[src/rtl/bus_term_fifo.sv]
// ============================================================================
// Module   : bus_term_fifo
// Brief    : Per-terminal TX/RX FIFO pair between one device and one bus port.
//            Optional RX destination filtering: BUS_TERM_ADDR_FILTER_EN.
// Revision : 1.0 - initial release
// ============================================================================
`default_nettype none

module bus_term_fifo #(
    parameter int         pckg_sz   = 16,
    parameter int         depth     = 8,
    parameter logic [7:0] id        = 8'd0,
    parameter logic [7:0] broadcast = 8'hFF
) (
    input  logic                     clk,
    input  logic                     reset,
    input  logic                     wr_en,
    input  logic [pckg_sz-1:0]       wr_data,
    output logic                     tx_full,
    output logic [$clog2(depth):0]   tx_cnt,
    output logic                     pndng,
    output logic [pckg_sz-1:0]       D_pop,
    input  logic                     pop,
    input  logic                     push,
    input  logic [pckg_sz-1:0]       D_push,
    input  logic                     rd_en,
    output logic [pckg_sz-1:0]       rd_data,
    output logic                     rx_empty,
    output logic [$clog2(depth):0]   rx_cnt,
    output logic [1:0]               err_ovf,
    input  logic                     clr_err
);

    localparam int              AW     = $clog2(depth);
    localparam int              CW     = AW + 1;
    localparam logic [CW-1:0]   c_FULL = CW'(depth);

    logic [pckg_sz-1:0] r_tx_mem [depth];
    logic [AW-1:0]      r_tx_wr_ptr;
    logic [AW-1:0]      r_tx_rd_ptr;
    logic [CW-1:0]      r_tx_cnt;

    logic [pckg_sz-1:0] r_rx_mem [depth];
    logic [AW-1:0]      r_rx_wr_ptr;
    logic [AW-1:0]      r_rx_rd_ptr;
    logic [CW-1:0]      r_rx_cnt;

    logic [1:0]         r_err_ovf;

    logic w_tx_full, w_tx_nemp, w_tx_rd, w_tx_wr, w_tx_drop;
    logic w_rx_full, w_rx_nemp, w_rx_rd, w_rx_wr, w_rx_drop, w_rx_match;

    // A write into a full FIFO is only legal when the same edge frees a slot.
    assign w_tx_full = (r_tx_cnt == c_FULL);
    assign w_tx_nemp = (r_tx_cnt != '0);
    assign w_tx_rd   = pop && w_tx_nemp;
    assign w_tx_wr   = wr_en && (!w_tx_full || w_tx_rd);
    assign w_tx_drop = wr_en && w_tx_full && !w_tx_rd;

`ifdef BUS_TERM_ADDR_FILTER_EN
    assign w_rx_match = (D_push[pckg_sz-1 -: 8] == id) ||
                        (D_push[pckg_sz-1 -: 8] == broadcast);
`else
    assign w_rx_match = 1'b1;
`endif

    assign w_rx_full = (r_rx_cnt == c_FULL);
    assign w_rx_nemp = (r_rx_cnt != '0);
    assign w_rx_rd   = rd_en && w_rx_nemp;
    assign w_rx_wr   = push && w_rx_match && (!w_rx_full || w_rx_rd);
    assign w_rx_drop = push && w_rx_match && w_rx_full && !w_rx_rd;

    always_ff @(posedge clk or negedge reset) begin
        if (!reset) begin
            for (int i = 0; i < depth; i++) r_tx_mem[i] <= '0;
            r_tx_wr_ptr <= '0;
            r_tx_rd_ptr <= '0;
            r_tx_cnt    <= '0;
        end else begin
            if (w_tx_wr) begin
                r_tx_mem[r_tx_wr_ptr] <= wr_data;
                r_tx_wr_ptr           <= r_tx_wr_ptr + 1'b1;
            end
            if (w_tx_rd) r_tx_rd_ptr <= r_tx_rd_ptr + 1'b1;
            case ({w_tx_wr, w_tx_rd})
                2'b10:   r_tx_cnt <= r_tx_cnt + 1'b1;
                2'b01:   r_tx_cnt <= r_tx_cnt - 1'b1;
                default: r_tx_cnt <= r_tx_cnt;
            endcase
        end
    end

    always_ff @(posedge clk or negedge reset) begin
        if (!reset) begin
            for (int i = 0; i < depth; i++) r_rx_mem[i] <= '0;
            r_rx_wr_ptr <= '0;
            r_rx_rd_ptr <= '0;
            r_rx_cnt    <= '0;
        end else begin
            if (w_rx_wr) begin
                r_rx_mem[r_rx_wr_ptr] <= D_push;
                r_rx_wr_ptr           <= r_rx_wr_ptr + 1'b1;
            end
            if (w_rx_rd) r_rx_rd_ptr <= r_rx_rd_ptr + 1'b1;
            case ({w_rx_wr, w_rx_rd})
                2'b10:   r_rx_cnt <= r_rx_cnt + 1'b1;
                2'b01:   r_rx_cnt <= r_rx_cnt - 1'b1;
                default: r_rx_cnt <= r_rx_cnt;
            endcase
        end
    end

    // Set-dominant: a drop on the clearing edge keeps its bit high.
    always_ff @(posedge clk or negedge reset) begin
        if (!reset) r_err_ovf <= 2'b00;
        else        r_err_ovf <= (clr_err ? 2'b00 : r_err_ovf) | {w_rx_drop, w_tx_drop};
    end

    assign tx_full  = w_tx_full;
    assign tx_cnt   = r_tx_cnt;
    assign pndng    = w_tx_nemp;
    assign D_pop    = w_tx_nemp ? r_tx_mem[r_tx_rd_ptr] : '0;
    assign rd_data  = w_rx_nemp ? r_rx_mem[r_rx_rd_ptr] : '0;
    assign rx_empty = !w_rx_nemp;
    assign rx_cnt   = r_rx_cnt;
    assign err_ovf  = r_err_ovf;

endmodule

`default_nettype wire

[config.mk]
export PLATFORM = sky130hd
export DESIGN_NAME = bus_term_fifo
export DESIGN_NICKNAME = d
export VERILOG_FILES = /design/src/rtl/bus_term_fifo.sv
export SDC_FILE = /design/constraint.sdc
export NUM_CORES = 1
export LEC_CHECK = 0
export CORE_MARGIN = 5
export CORE_UTILIZATION = 59
export CTS_CLUSTER_DIAMETER = 80
export CTS_CLUSTER_SIZE = 14
export DETAILED_ROUTE_END_ITERATION = 6
export GPL_ROUTABILITY_DRIVEN = 0
export PLACE_DENSITY = 0.79
export SYNTH_ARGS = -nofsm -noshare
export SYNTH_HDL_FRONTEND = slang
export SYNTH_SLANG_ARGS = --single-unit
[constraint.sdc]
create_clock -name clk -period 3.3 [get_ports clk]
set_input_delay 0.66 -clock clk [delete_from_list [all_inputs] [get_ports clk]]
set_output_delay 0.66 -clock clk [all_outputs]
set_load 0.1 [all_outputs]
# ---- Yosys cells after proc, flatten, opt, wreduce, memory -nomap -nowiden
# Cells that the tools add are included.
dict set report word_totals {
  ff_bits 278
  in_bits 39
}
dict set report op_classes {
  add_sub_neg 8
  magnitude_cmp 6
  eq_ne 6
  n_mux 17
  bitwise 5
  reduce_logical 21
}
# op count
set op_table {}
lappend op_table {{bitwise mux 128 bit} 2}
lappend op_table {{2-to-1 mux 16 bit} 8}
lappend op_table {{binary-select mux 16 bit (select 3 bit)} 2}
lappend op_table {{demux 16 bit (select 3 bit)} 2}
lappend op_table {{greater-or-equal comparator 4 bit (second input constant)} 4}
lappend op_table {{NOT 3 -> 4 bit} 4}
lappend op_table {{case mux 4 bit (2 select lines)} 2}
lappend op_table {{adder 3 x 1 -> 3 bit (second input constant)} 4}
lappend op_table {{logical AND 1 bit} 10}
lappend op_table {{adder 4 x 1 -> 4 bit (second input constant)} 2}
lappend op_table {{== test 4 bit (second input constant)} 2}
lappend op_table {{less-than comparator 4 x 1 -> 1 bit (second input constant)} 2}
lappend op_table {{nonzero test 4 bit} 2}
lappend op_table {{subtractor 4 x 1 -> 4 bit (second input constant)} 2}
lappend op_table {{zero test 1 bit} 5}
lappend op_table {{== test 2 x 1 -> 1 bit (second input constant)} 2}
lappend op_table {{== test 2 bit (second input constant)} 2}
lappend op_table {{nonzero test 2 bit} 2}
lappend op_table {{logical OR 1 bit} 2}
lappend op_table {{2-to-1 mux 2 bit} 1}
lappend op_table {{OR 2 bit} 1}

# ---- Longest topological paths before layout
dict set report logic_depth {
  ltp_word 6
  mapped_depth 12
}

# ---- Least setup slack after synthesis
# No wires, ideal clock.
dict set report synth_timing {
  kind {register -> register}
  startpoint {register r_tx_cnt[1], in the netlist tx_cnt[1]}
  endpoint {register r_tx_cnt[2], in the netlist tx_cnt[2]}
  t_arrival_ns 5.776
  t_required_ns 3.134
  slack_ns -2.642
  path_stages_with_launch 13
  n_path_buf 2
  path_cell_list {dfrtp_1 > clkbuf_1 > nor4b_1 > nand2b_1 > buf_2 > nand2_1 > ha_1 > xor2_1 > ha_1 > a21oi_1 > xor2_1 > nor2_1 > xor2_1}
}
dict set report synth_between {
  elab_chain_cells 6
}
# item line
set synth_rtl {}
lappend synth_rtl {{start: declaration} 41} ;# logic [CW-1:0] r_tx_cnt;
lappend synth_rtl {{start signal: assignment} 86} ;# 2'b10: r_tx_cnt <= r_tx_cnt + 1'b1;
lappend synth_rtl {{start signal: assignment} 87} ;# 2'b01: r_tx_cnt <= r_tx_cnt - 1'b1;
lappend synth_rtl {{start signal: assignment} 88} ;# default: r_tx_cnt <= r_tx_cnt;
lappend synth_rtl {{== test 4 bit (*)} 54} ;# assign w_tx_full = (r_tx_cnt == c_FULL);
lappend synth_rtl {{named net tx_full} 19} ;# output logic tx_full,
lappend synth_rtl {{zero test 1 bit (*)} 57} ;# assign w_tx_wr = wr_en && (!w_tx_full || w_tx_rd);
lappend synth_rtl {{logical OR 1 bit (*)} 57}
lappend synth_rtl {{logical AND 1 bit (*)} 57}
lappend synth_rtl {{== test 2 x 1 -> 1 bit or == test 2 bit (tied branches)} 85} ;# case ({w_tx_wr, w_tx_rd})
lappend synth_rtl {{case mux 4 bit (2 select lines) or nonzero test 2 bit (tied branches)} -}
# The timed path passes the listed nets; every way through them passes the cells marked *.
# A chain may end at the register's enable or synchronous reset.

# ---- Worst setup path in the final report
dict set report layout_timing {
  startpoint {register r_tx_rd_ptr[0]}
  endpoint {output port D_pop[4]}
}
dict set report layout_between {
  elab_chain_cells 5
}
# item line
set layout_rtl {}
lappend layout_rtl {{start: declaration} 40} ;# logic [AW-1:0] r_tx_rd_ptr;
lappend layout_rtl {{start signal: assignment} 84} ;# if (w_tx_rd) r_tx_rd_ptr <= r_tx_rd_ptr + 1'b1;
lappend layout_rtl {{NOT 3 -> 4 bit (implied by the code)} 122} ;# assign D_pop = w_tx_nemp ? r_tx_mem[r_tx_rd_ptr] : '0;
lappend layout_rtl {{binary-select mux 16 bit (select 3 bit)} 122}
lappend layout_rtl {{2-to-1 mux 16 bit (implied by the code) (2 in series)} 122}
lappend layout_rtl {{2-to-1 mux 16 bit} 122}
lappend layout_rtl {{end: declaration} 22} ;# output logic [pckg_sz-1:0] D_pop,
# Every way passes these cells. The select of a mux whose other input is x is not followed.

==> impl_metrics.toml <==
[worst_hold_path]
hp-class = "primary input to asynchronous set/reset pin"

[timing]
finClkSkew_ns = 0.0134
rsz0062_at_grt = "no"
setup_viol_count_final = 0
fmax_mhz = 322
worst_pin_slew_ns = 0.626
hold_ws_ns = 0.114
finalCritPeriodShare_pct = 94.1
fin_crit_ns = 3.11
finalMaxSlewViolations = 0
relSlewSlack_pct = 58.3
hold_viol = 0

[global_route]
grt_max_degree = 95
grt_pass1_wl_um = 45100
track_usage_pct = 23.2
antenna_found_initial = 0
grt_pass1_vias = 8189
overflow = 0

[die]
coreArea_sq_um = 21200
die_w_um = 157
row_count = 53
pin_count = 84
start_util_pct = 60.3
die_area_sq_um = 24700
die_y_um = 157

[detailed_routing]
routed_via_density = 6.20
routed_wl_um = 27600
vias = 7306
post_drt_wl_per_cell_um = 23.4
drt-pass1-iter-count = 4
drc = 0
postRouteAntennaNets = 0
initialDrtViolationCount = 412

[cts]
cts-root-buf = "clkbuf_16"
cts.sinks = 278
cts_max_level = 1
clk_pin_slew_worst_paths_ns = 0.07
cts_tree = "yes"
ctsHoldBuffers = 0
cts_buffers = 23
post_cts_buffers = 0
clk_latency_ns = 0.51
ctsLongestPathBuffers = 3

[layout]
final_cell_mix = "dfrtp_1, mux2_2, mux4_2, buf_12, buf_4"
mostFrequentLayoutCell = "dfrtp_1"
nNetsFinal = 951
drive_above_1_share_pct = 50.3
diodes = 0
fillCellCount = 1379
area_growth_pct = 18.0
multi_input_area_sq_um = 5670
regArea_sq_um = 6970

[worst_setup_path]
end_kind = "primary output"
path_delay_family = "flip-flops"
path_buf_inv = 2
crit_arrival_ns = 2.45
cp_cell_sequence = "buf_4, mux4_2, mux2i_1, nor2_1, buf_12"
startpoint_type = "flop"
crit_path_max_fanout = 20
critical_path_required_ns = 2.64
slowest_stage = "dfrtp_4"
crit_type = "flop to primary output"
cpPeakStageDelay_ns = 0.71

[status]
status = "finished clean"

[synthesis]
synth_edf_count = 0
ys.warnings.count = 0
syn_area_sq_um = 12800
ys_seq_area_share_pct = 54.4
synthFlopType = "dfrtp_1"
synth-seq-cells = 278
synthArstFlopShare_pct = 100
ys_types = 39
synth.avg_cell_area_sq_um = 15.8
synthCells = 810
syn_nets = 859

[placed_design]
dp_hpwl_um = 17800
io_buffers = 83

[job]
maxCapViolations = 0
-- sequential cells by signal (all words and copies together) (netlist names) --
signal	count
tx_cnt	4
r_rx_wr_ptr	3
err_ovf	2
r_rx_mem	128
r_tx_rd_ptr	3
r_rx_rd_ptr	3
r_tx_mem	128
r_tx_wr_ptr	3
rx_cnt	4
-- worst reg2reg max path, delay by kind of cell, from the launching register on --
family	cells	cell delay, ns
AOI/OAI and AO/OA	2	0.39
xor gates and xnor gates	3	0.53
adders and majority gates	2	0.46
buffers and inverters	1	0.14
DFF	1	0.46
and+or+nand+nor	2	0.68
-- cell usage after synthesis, drive strengths merged (3+ instances only) --
library cell / number / area, sq um
nor2: 37 / 139
mux2i: 32 / 320
nand2b: 3 / 18.8
nand4: 3 / 25.0
nand3: 8 / 40.0
xnor2: 9 / 78.8
nand4b: 3 / 26.3
mux4: 64 / 1440
dfrtp: 278 / 6960
nand2: 7 / 26.3
buf: 29 / 185
nor2b: 7 / 43.8
a21oi: 4 / 20.0
ha: 10 / 125
xor2: 9 / 78.8
mux2: 261 / 3010
inv: 5 / 21.3
clkbuf: 21 / 78.8
-- logic make-up after synthesis --
kind of cell | after synthesis | synth area share (%)
flops | 278 | 54.4
buf+inv | 55 | 2.23
xor+xnor | 18 | 1.23
fa+ha+maj | 10 | 0.978
compound gates | 12 | 0.587
simple gates | 80 | 3.28
mux | 357 | 37.3
-- metrics by stage --
stage          utilization (%)  setup TNS, ns  area, sq um  std cells  worst slack [ns]
2_1_floorplan                -          -1.12        12900        810            -0.109
3_3_place_gp              68.3              0        14500       1152             0.384
3_5_place_dp              68.3              0        14500       1152             0.298
4_1_cts                   71.1              0        15100       1179             0.156
5_1_grt                   71.1              0        15100       1179            0.0534
6_report                  71.1              0        15100       1179             0.195
-- final cells by class --
class	instances	share of cell area, %
clock buffer	27	3.98
multi-input combinational	477	37.5
sequential	278	46.2
timing repair buffer	117	9.88
inverter	5	0.166
tap	275	2.28
-- path summary, 6_finish.rpt --
| check | from | depth (start not counted) | endpoint | slack [ns] |
|---|---|---|---|---|
| setup / recovery | r_tx_rd_ptr[0] | 5 | D_pop[4] | 0.19 |
| hold / removal | reset | 1 | r_tx_mem[52] | 0.11 |
| setup reg to reg | rx_cnt[0] | 10 | rx_cnt[2] | 0.58 |
| hold reg to reg | r_tx_mem[91] | 1 | r_tx_mem[91] | 0.50 |
| max in group asynchronous | reset | 2 | r_tx_mem[53] | 2.24 |
| min in group clk | r_tx_mem[91] | 1 | r_tx_mem[91] | 0.50 |
-- metal layers --
layer	vias to the layer above	GRT usage (%)	share of wire [%]
met5	-	0	0
met4	0	5.20	1.6
met3	45	3.74	5.9
met2	200	38.3	50
met1	3884	33.2	43
li1	3177	-	-
-- what timing repair did --
action                                  CTS  global route
endpoints found under the setup margin    2             0
gates resized for setup                   1             0
endpoints found under the hold margin     0             0
Power is not shown: default switching activity piles up to over one toggle a cycle in this logic, so the estimate is an artifact.
